$ cat config.mk
export PLATFORM = sky130hd
export DESIGN_NAME = counter_mux_sel_ctrl
export DESIGN_NICKNAME = d
export VERILOG_FILES = /design/src/rtl/counter_mux_sel_ctrl_pkg.sv /design/src/rtl/counter_mux_sel_ctrl_rr_arbiter.sv /design/src/rtl/counter_mux_sel_ctrl.sv
export SDC_FILE = /design/constraint.sdc
export NUM_CORES = 1
export LEC_CHECK = 0
export CAP_MARGIN = 20
export CORE_MARGIN = 1.5
export CORE_UTILIZATION = 55
export DETAILED_ROUTE_END_ITERATION = 12
export DONT_BUFFER_PORTS = 1
export PLACE_DENSITY = 0.78
export SETUP_SLACK_MARGIN = 0.3
export SYNTH_ARGS = -nofsm -noshare
export SYNTH_HDL_FRONTEND = slang
export SYNTH_SLANG_ARGS = --single-unit
$ cat constraint.sdc
create_clock -name i_clk -period 3.9 [get_ports i_clk]
set_input_delay 0.195 -clock i_clk [delete_from_list [all_inputs] [get_ports i_clk]]
set_output_delay 0.195 -clock i_clk [all_outputs]
set_load 0.05 [all_outputs]
$ cat src/rtl/counter_mux_sel_ctrl_pkg.sv
// Shared types and constants for the counter mux select controller.
// Holds the sequencer state encoding, the default channel count and the counter sizing helper.
package counter_mux_sel_ctrl_pkg;

  localparam int COUNTER_NUM_DEF = 4;

  typedef enum logic [1:0] {
    ST_IDLE   = 2'd0,
    ST_DRAIN  = 2'd1,
    ST_SETTLE = 2'd2
  } state_t;

  // Width of the shared drain/settle counter. It only ever holds (cycles - 1), and is never narrower than one bit.
  function automatic int cnt_width(input int drain_cyc, input int settle_cyc);
    int m;
    m = (drain_cyc > settle_cyc) ? drain_cyc : settle_cyc;
    return (m <= 1) ? 1 : $clog2(m);
  endfunction

endpackage

$ cat src/rtl/counter_mux_sel_ctrl_rr_arbiter.sv
// Combinational round-robin arbiter: grants the first requester strictly after the one-hot pointer,
// wrapping around to bit 0. The pointer register itself lives in the controller.
module counter_rr_arbiter
  import counter_mux_sel_ctrl_pkg::*;
#(
  parameter int N = COUNTER_NUM_DEF
) (
  input  logic [N-1:0] req,
  input  logic [N-1:0] ptr,
  output logic [N-1:0] grant,
  output logic         valid
);

  logic [N-1:0] above_mask;
  logic [N-1:0] req_hi;

  // Bits strictly above the pointer. If the pointer is at the top bit, the mask is empty and arbitration wraps.
  assign above_mask = ~((ptr << 1) - N'(1));
  assign req_hi     = req & above_mask;

  // x & -x isolates the lowest set bit.
  always_comb begin
    if (|req_hi) begin
      grant = req_hi & (~req_hi + N'(1));
    end else begin
      grant = req & (~req + N'(1));
    end
  end

  assign valid = |req;

endmodule

$ cat src/rtl/counter_mux_sel_ctrl.sv
// Glitch-safe select sequencer for the per-channel counter data mux. One shared sequencer runs
// gate -> drain -> flip select -> settle -> re-enable -> ack for round-robin granted channels.
module counter_mux_sel_ctrl
  import counter_mux_sel_ctrl_pkg::*;
#(
  parameter int                     COUNTER_NUM = COUNTER_NUM_DEF,
  parameter int                     DRAIN_CYC   = 4,
  parameter int                     SETTLE_CYC  = 4,
  parameter logic [COUNTER_NUM-1:0] SEL_RST     = '0
) (
  input  logic                   i_clk,
  input  logic                   i_rstn,
  input  logic [COUNTER_NUM-1:0] i_sel_req,
  input  logic [COUNTER_NUM-1:0] i_sel_target,
  output logic [COUNTER_NUM-1:0] o_mux_sel,
  output logic [COUNTER_NUM-1:0] o_chan_en,
  output logic [COUNTER_NUM-1:0] o_sel_ack,
  output logic                   o_busy
);

  localparam int                     CNT_W       = cnt_width(DRAIN_CYC, SETTLE_CYC);
  localparam logic [CNT_W-1:0]       DRAIN_LOAD  = CNT_W'(DRAIN_CYC - 1);
  localparam logic [CNT_W-1:0]       SETTLE_LOAD = CNT_W'(SETTLE_CYC - 1);
  localparam logic [COUNTER_NUM-1:0] PTR_RST     = COUNTER_NUM'(1) << (COUNTER_NUM - 1);

  state_t                 state, state_nxt;
  logic [CNT_W-1:0]       cnt, cnt_nxt;
  logic [COUNTER_NUM-1:0] ptr;
  logic [COUNTER_NUM-1:0] gnt;
  logic                   tgt;

  logic [COUNTER_NUM-1:0] arb_grant;
  logic                   arb_valid;
  logic                   arb_tgt;
  logic                   arb_cur_sel;

  logic                   take;
  logic                   skip;
  logic                   flip;
  logic                   finish;

  counter_rr_arbiter #(
    .N (COUNTER_NUM)
  ) u_arb (
    .req   (i_sel_req),
    .ptr   (ptr),
    .grant (arb_grant),
    .valid (arb_valid)
  );

  // Target and current select of the channel the arbiter would grant this cycle.
  assign arb_tgt     = |(i_sel_target & arb_grant);
  assign arb_cur_sel = |(o_mux_sel & arb_grant);

  always_comb begin
    state_nxt = state;
    cnt_nxt   = cnt;
    take      = 1'b0;
    skip      = 1'b0;
    flip      = 1'b0;
    finish    = 1'b0;
    case (state)
      ST_IDLE: begin
        if (arb_valid) begin
          take = 1'b1;
          if (arb_tgt == arb_cur_sel) begin
            skip = 1'b1;
          end else begin
            state_nxt = ST_DRAIN;
            cnt_nxt   = DRAIN_LOAD;
          end
        end
      end
      ST_DRAIN: begin
        if (cnt == '0) begin
          flip      = 1'b1;
          state_nxt = ST_SETTLE;
          cnt_nxt   = SETTLE_LOAD;
        end else begin
          cnt_nxt = cnt - CNT_W'(1);
        end
      end
      ST_SETTLE: begin
        if (cnt == '0) begin
          finish    = 1'b1;
          state_nxt = ST_IDLE;
        end else begin
          cnt_nxt = cnt - CNT_W'(1);
        end
      end
      default: begin
        state_nxt = ST_IDLE;
        cnt_nxt   = '0;
      end
    endcase
  end

  always_ff @(posedge i_clk or negedge i_rstn) begin
    if (!i_rstn) begin
      state <= ST_IDLE;
      cnt   <= '0;
    end else begin
      state <= state_nxt;
      cnt   <= cnt_nxt;
    end
  end

  // Grant bookkeeping and per-channel outputs. Only the granted channel's bits ever change.
  always_ff @(posedge i_clk or negedge i_rstn) begin
    if (!i_rstn) begin
      ptr       <= PTR_RST;
      gnt       <= '0;
      tgt       <= 1'b0;
      o_mux_sel <= SEL_RST;
      o_chan_en <= '1;
      o_sel_ack <= '0;
    end else begin
      o_sel_ack <= '0;
      if (take) begin
        ptr <= arb_grant;
        gnt <= arb_grant;
        tgt <= arb_tgt;
        if (skip) begin
          o_sel_ack <= arb_grant;
        end else begin
          o_chan_en <= o_chan_en & ~arb_grant;
        end
      end
      if (flip) begin
        o_mux_sel <= (o_mux_sel & ~gnt) | (tgt ? gnt : '0);
      end
      if (finish) begin
        o_chan_en <= o_chan_en | gnt;
        o_sel_ack <= gnt;
      end
    end
  end

  assign o_busy = (state != ST_IDLE);

endmodule

# Word level (Yosys, flattened, before mapping)

Index checks and enable logic that the tools add are counted.

Flip-flop bits (word level): 24
Bits in latches: 0
Memory bits (writable): 0
Bits in read-only memories: 0
Input bits: 10
Word-level logic and storage cells: 72
Memories: 0

Add/subtract/negate cells: 4
Multiply operators: 0
Divide/modulo/power cells: 0
Order comparisons: 0
Equality and inequality tests: 9
Shift-type cells: 0
Multiplexer cells: 26
Bitwise logic cells: 14
Reductions and logical operators: 11

Operators with widths:

| kind                                             | number |
|---|---|
| two-way mux 4 bit                                | 8 |
| AND 4 bit                                        | 7 |
| inverter 4 bit                                   | 5 |
| two-way mux 2 bit                                | 8 |
| OR reduction 4 bit                               | 4 |
| case mux 2 bit (3 select lines)                  | 2 |
| != test 2 bit, second input constant             | 5 |
| adder 4 x 1 -> 4 bit, second input constant      | 2 |
| two-way mux 1 bit                                | 8 |
| bitwise OR 4 bit                                 | 2 |
| zero test 2 bit                                  | 2 |
| AND reduction 4 bit                              | 1 |
| nonzero test 2 bit                               | 2 |
| subtractor 4 x 1 -> 4 bit, second input constant | 1 |
| AND reduction 3 bit                              | 1 |
| == test 2 x 1 -> 1 bit, second input constant    | 1 |
| == test 2 bit, second input constant             | 1 |
| != test 2 x 1 -> 1 bit, second input constant    | 1 |
| AND reduction 2 bit                              | 1 |
| subtractor 2 x 1 -> 2 bit, second input constant | 1 |
| == test 1 bit                                    | 1 |

# Depth between registers and ports, before layout

Depth after elaboration: 16
Depth in mapped cells: 8

# Cells and area by module

Synthesis repeated with hierarchy kept, for this count alone.

Cells, all modules: 113
Area total of the unflattened synthesis: 1099.8 um2

By module, submodules not included:

| module               | instances | cells an instance | area each (um2) | seq. area each (um2) |
|---|---|---|---|---|
| counter_mux_sel_ctrl | 1         | 98                | 994.7           | 556.8 |
| counter_rr_arbiter   | 1         | 15                | 105.1           | 0.0 |

# Worst setup path after synthesis

Ideal clock, no wire load.

Path kind: reg-to-reg
From: reg ptr[0]
To: reg o_chan_en[0]
Setup time: 0.075 ns
Data arrival time: 1.926 ns
Required time: 3.825 ns
Slack: 1.899 ns
Stages on the path, launching flop included: 9
Path through: dfrtp_1 > inv_1 > ha_1 > a22oi_1 > o211a_1 > a222oi_1 > and3_2 > xnor2_2 > a2bb2oi_1

Word-level cells in the longest chain between the ends: 15
Elaborated cells between the ends (all ways): 23

RTL lines:

| item                                         | line                                                   | source |
|---|---|---|
| start, declared                              | counter_mux_sel_ctrl.sv:28                             | `logic [COUNTER_NUM-1:0] ptr;` |
| start signal, assigned                       | counter_mux_sel_ctrl.sv:120                            | `ptr <= arb_grant;` |
| subtractor 4 x 1 -> 4 bit *                  | counter_mux_sel_ctrl_rr_arbiter.sv:18                  | `assign above_mask = ~((ptr << 1) - N'(1));` |
| inverter 4 bit *                             | counter_mux_sel_ctrl_rr_arbiter.sv:18                  |  |
| AND 4 bit *                                  | counter_mux_sel_ctrl_rr_arbiter.sv:19                  | `assign req_hi = req & above_mask;` |
| inverter 4 bit                               | counter_mux_sel_ctrl_rr_arbiter.sv:24                  | `grant = req_hi & (~req_hi + N'(1));` |
| adder 4 x 1 -> 4 bit                         | counter_mux_sel_ctrl_rr_arbiter.sv:24                  |  |
| AND 4 bit                                    | counter_mux_sel_ctrl_rr_arbiter.sv:24                  |  |
| two-way mux 4 bit *                          | counter_mux_sel_ctrl_rr_arbiter.sv:23                  | `if (\|req_hi) begin` |
| AND 4 bit, on equally long branches          | counter_mux_sel_ctrl.sv:52, counter_mux_sel_ctrl.sv:53 |  |
| OR reduction 4 bit, on equally long branches | counter_mux_sel_ctrl.sv:52, counter_mux_sel_ctrl.sv:53 |  |
| == test 1 bit                                | counter_mux_sel_ctrl.sv:66                             | `if (arb_tgt == arb_cur_sel) begin` |
| two-way mux 1 bit                            | counter_mux_sel_ctrl.sv:66                             |  |
| two-way mux 1 bit                            | counter_mux_sel_ctrl.sv:64                             | `if (arb_valid) begin` |
| two-way mux 1 bit                            | counter_mux_sel_ctrl.sv:62                             | `case (state)` |
| != test 2 x 1 -> 1 bit (no line)             | --                                                     |  |
| AND reduction 2 bit (no line)                | --                                                     |  |
| end signal, assigned                         | counter_mux_sel_ctrl.sv:126                            | `o_chan_en <= o_chan_en & ~arb_grant;` |
| end signal, assigned                         | counter_mux_sel_ctrl.sv:133                            | `o_chan_en <= o_chan_en \| gnt;` |
| end, declared                                | counter_mux_sel_ctrl.sv:16                             | `output logic [COUNTER_NUM-1:0] o_chan_en,` |

Mark *: on every way between the ends. The rest lies on a longest branch, timed or not. The select of a mux whose other input is x is not followed.
A chain may end at the register's enable or synchronous reset.

# Worst setup path in the final report

Same ends and word-level chain as after synthesis.

==> flow_summary.yaml <==
timing:
  fin_crit_ns: 2.35
  hold_viol: 0
  slew-limit-headroom: 0.322
  max_slew.worst_pin.slew_ns: 1.00
  rsz0062_at_grt: "false"
  setup_viol: 0
  finalClockSkew_ns: 0.00356
  maxSlewViolCount: 0
  clock.fmax_mhz: 426
  setup_tns_ns: 0
  fin_crit_sh: 0.601
clock_tree:
  insertion_delay_ns: 0.30
  postCtsHoldBufs: 1
  clk_path_buf_depth: 2
  clock-root-buffer: "clkbuf_4"
  cts_tree: "done"
  h-tree-depth: 1
  cts_resized: 0
  cts_setup_buffers: 0
  clock_sinks: 21
  clkTransAtPathRegs_ns: 0.11
  cts_buffers: 3
cells_and_area:
  fin_util: 0.642
  area_growth_pct: 5.12
  layout.nets: 130
  num_antenna_cells: 0
  drive_above_1_share: 0.137
  num-fill-cells: 163
  design_area_mm2: 0.00116
synth:
  netlist.area_leader.share: 0.387
  synth_area_leader_cell: "dfrtp_1"
  yosysMostFrequentCell: "nand2_1"
  avgSynthCellArea_um2: 9.56
  synth_common_cells: "nand2_1 (20), dfrtp_1 (17), inv_1 (9), o21ai_0 (8), a21oi_1 (7)"
  synth.top_cells.by_area: "dfrtp_1 (39%), dfstp_2 (9.6%), nand2_1 (6.8%)"
  synth-main-ff-cell: "dfrtp_1"
  ys_seq_area_frac: 0.482
  synth_edf_count: 0
  ys_ff_latch: 21
  syn_nets: 127
  ys_async_sr_fraction: 1.00
  syn_inst: 115
  ys_types: 34
  synth_warnings: 0
  netlist_area_mm2: 0.00110
floorplan:
  start_util: 0.610
  fp.dieW_um: 47.7
  core-area_mm2: 0.00180
  dieArea_mm2: 0.00228
  rows: 15
  die_h_um: 47.7
  pin_count: 23
min_path:
  min_path_type: "input port to flip-flop"
  holdPathStages: 2
  min_from: "i_sel_req[1]"
  hold_end: "ptr[1]"
detailed_routing:
  vias: 864
  first_iter_violations: 21
  wire_per_inst_um: 14.6
  drt_pass1_iterations: 4
  vias_per_cell: 6.08
  drt-total-wl_um: 2070
  postRouteAntennaNets: 0
  drt_drc_violations_left: 0
grt:
  grt_pass1_vias: 763
  grt_overflow: 0
  grt_max_degree: 22
  antenna_found_initial: 0
  grt_pass1_wl_um: 3430
  track_usage: 0.217
setup_path:
  endpoint_kind: "flip-flop"
  startpoint_type: "flip-flop"
  path_max_fanout: 7
  r2r_slack_ns: 1.55
  cp.arrival_ns: 2.59
  path_class: "flip-flop to flip-flop"
  regToRegStartpoint: "ptr[0]"
  r2r_cells: 8
  reg2reg_to: "o_chan_en[0]"
  required_ns: 4.14
power_and_ir_drop:
  ir_drop_v: 0.000491
  power.total_uw: 1120
  power.density_mw_per_mm2: 971
  p_leak_uw: 0.000550
run_status:
  run_status: "complete, no violations"
place:
  portBuffers: 0
  hpwl_um: 1580
  routabilityCongestion: 0.950
  dpl_cell_area_mm2: 0.00112
run:
  cap_violations: 0
-- logic make-up after synthesis --
group / count (synthesis) / share of synthesized area
simple gates: 43 / 0.190
compound gates: 30 / 0.184
flops: 21 / 0.482
buf+inv: 12 / 0.0421
mux: 4 / 0.0410
xor+xnor: 3 / 0.0376
fa+ha+maj: 2 / 0.0227
-- how the worst max path moves through the flow --
stage,start,endpoint
floorplan,ptr[0],o_chan_en[0]
global placement,ptr[0],o_chan_en[2]
detailed placement,ptr[0],o_chan_en[0]
CTS,ptr[0],o_chan_en[0]
global route,ptr[0],o_chan_en[0]
finish,ptr[0],o_chan_en[0]
-- critical path, stage by stage, from the launching register on --
cell and delay (ns):
dfrtp_1 0.46, inv_1 0.09, ha_1 0.35, a22oi_1 0.29
o211a_1 0.24, a222oi_1 0.09, and3_2 0.25, xnor2_2 0.29
a2bb2oi_1 0.22
-- layer usage --
layer / track usage / up-vias / share of wire / routed length, um
li1: - / 417 / - / -
met5: 0 / - / 0 / 0
met3: 0.0868 / 5 / 0.061 / 126
met1: 0.292 / 416 / 0.46 / 954
met2: 0.315 / 26 / 0.46 / 962
met4: 0.0811 / 0 / 0.012 / 25
-- cells in the final DEF, fill, tap and decap left out, drive strengths merged, types with 2 or more instances in the layout --
cell,netlist,final
ha,2,2
dfstp,4,4
nor2,6,6
nor3,3,3
a2bb2oi,3,3
o21ai,8,8
xnor2,2,2
inv,9,9
nand4,3,3
dfrtp,17,17
mux2,4,4
a21o,2,2
and3,6,6
a222oi,2,2
nand2,20,20
and2,2,2
clkbuf,2,3
a21oi,7,7
-- area by class of cell --
cell class,instances,area (um2),area share
Sequential cell,21,531,0.459
Multi-Input combinational cell,82,523,0.452
Inverter,9,33.8,0.0292
Tap cell,25,31.3,0.0271
Clock buffer,3,22.5,0.0195
Timing Repair Buffer,1,10.0,0.00866
Clock inverter,1,5.00,0.00433
-- through the flow --
| step | setup WS (ns) | cells | hold slack (ns) |
|---|---|---|---|
| after floorplan | 1.90 | 115 | -0.101 |
| after global placement | 1.68 | 137 | -0.100 |
| after detailed placement | 1.60 | 137 | -0.100 |
| after CTS | 1.56 | 142 | 0.0608 |
| after global routing | 1.35 | 142 | 0.0591 |
| final | 1.55 | 142 | 0.0609 |
-- report_power, final --
| part | leakage (uW) | switching (uW) | internal, uW |
|---|---|---|---|
| clock | 0.0000177 | 63.9 | 38.3 |
| combinational | 0.000271 | 253 | 192 |
| sequential | 0.000261 | 255 | 320 |
(Power assumes the default switching activity.)
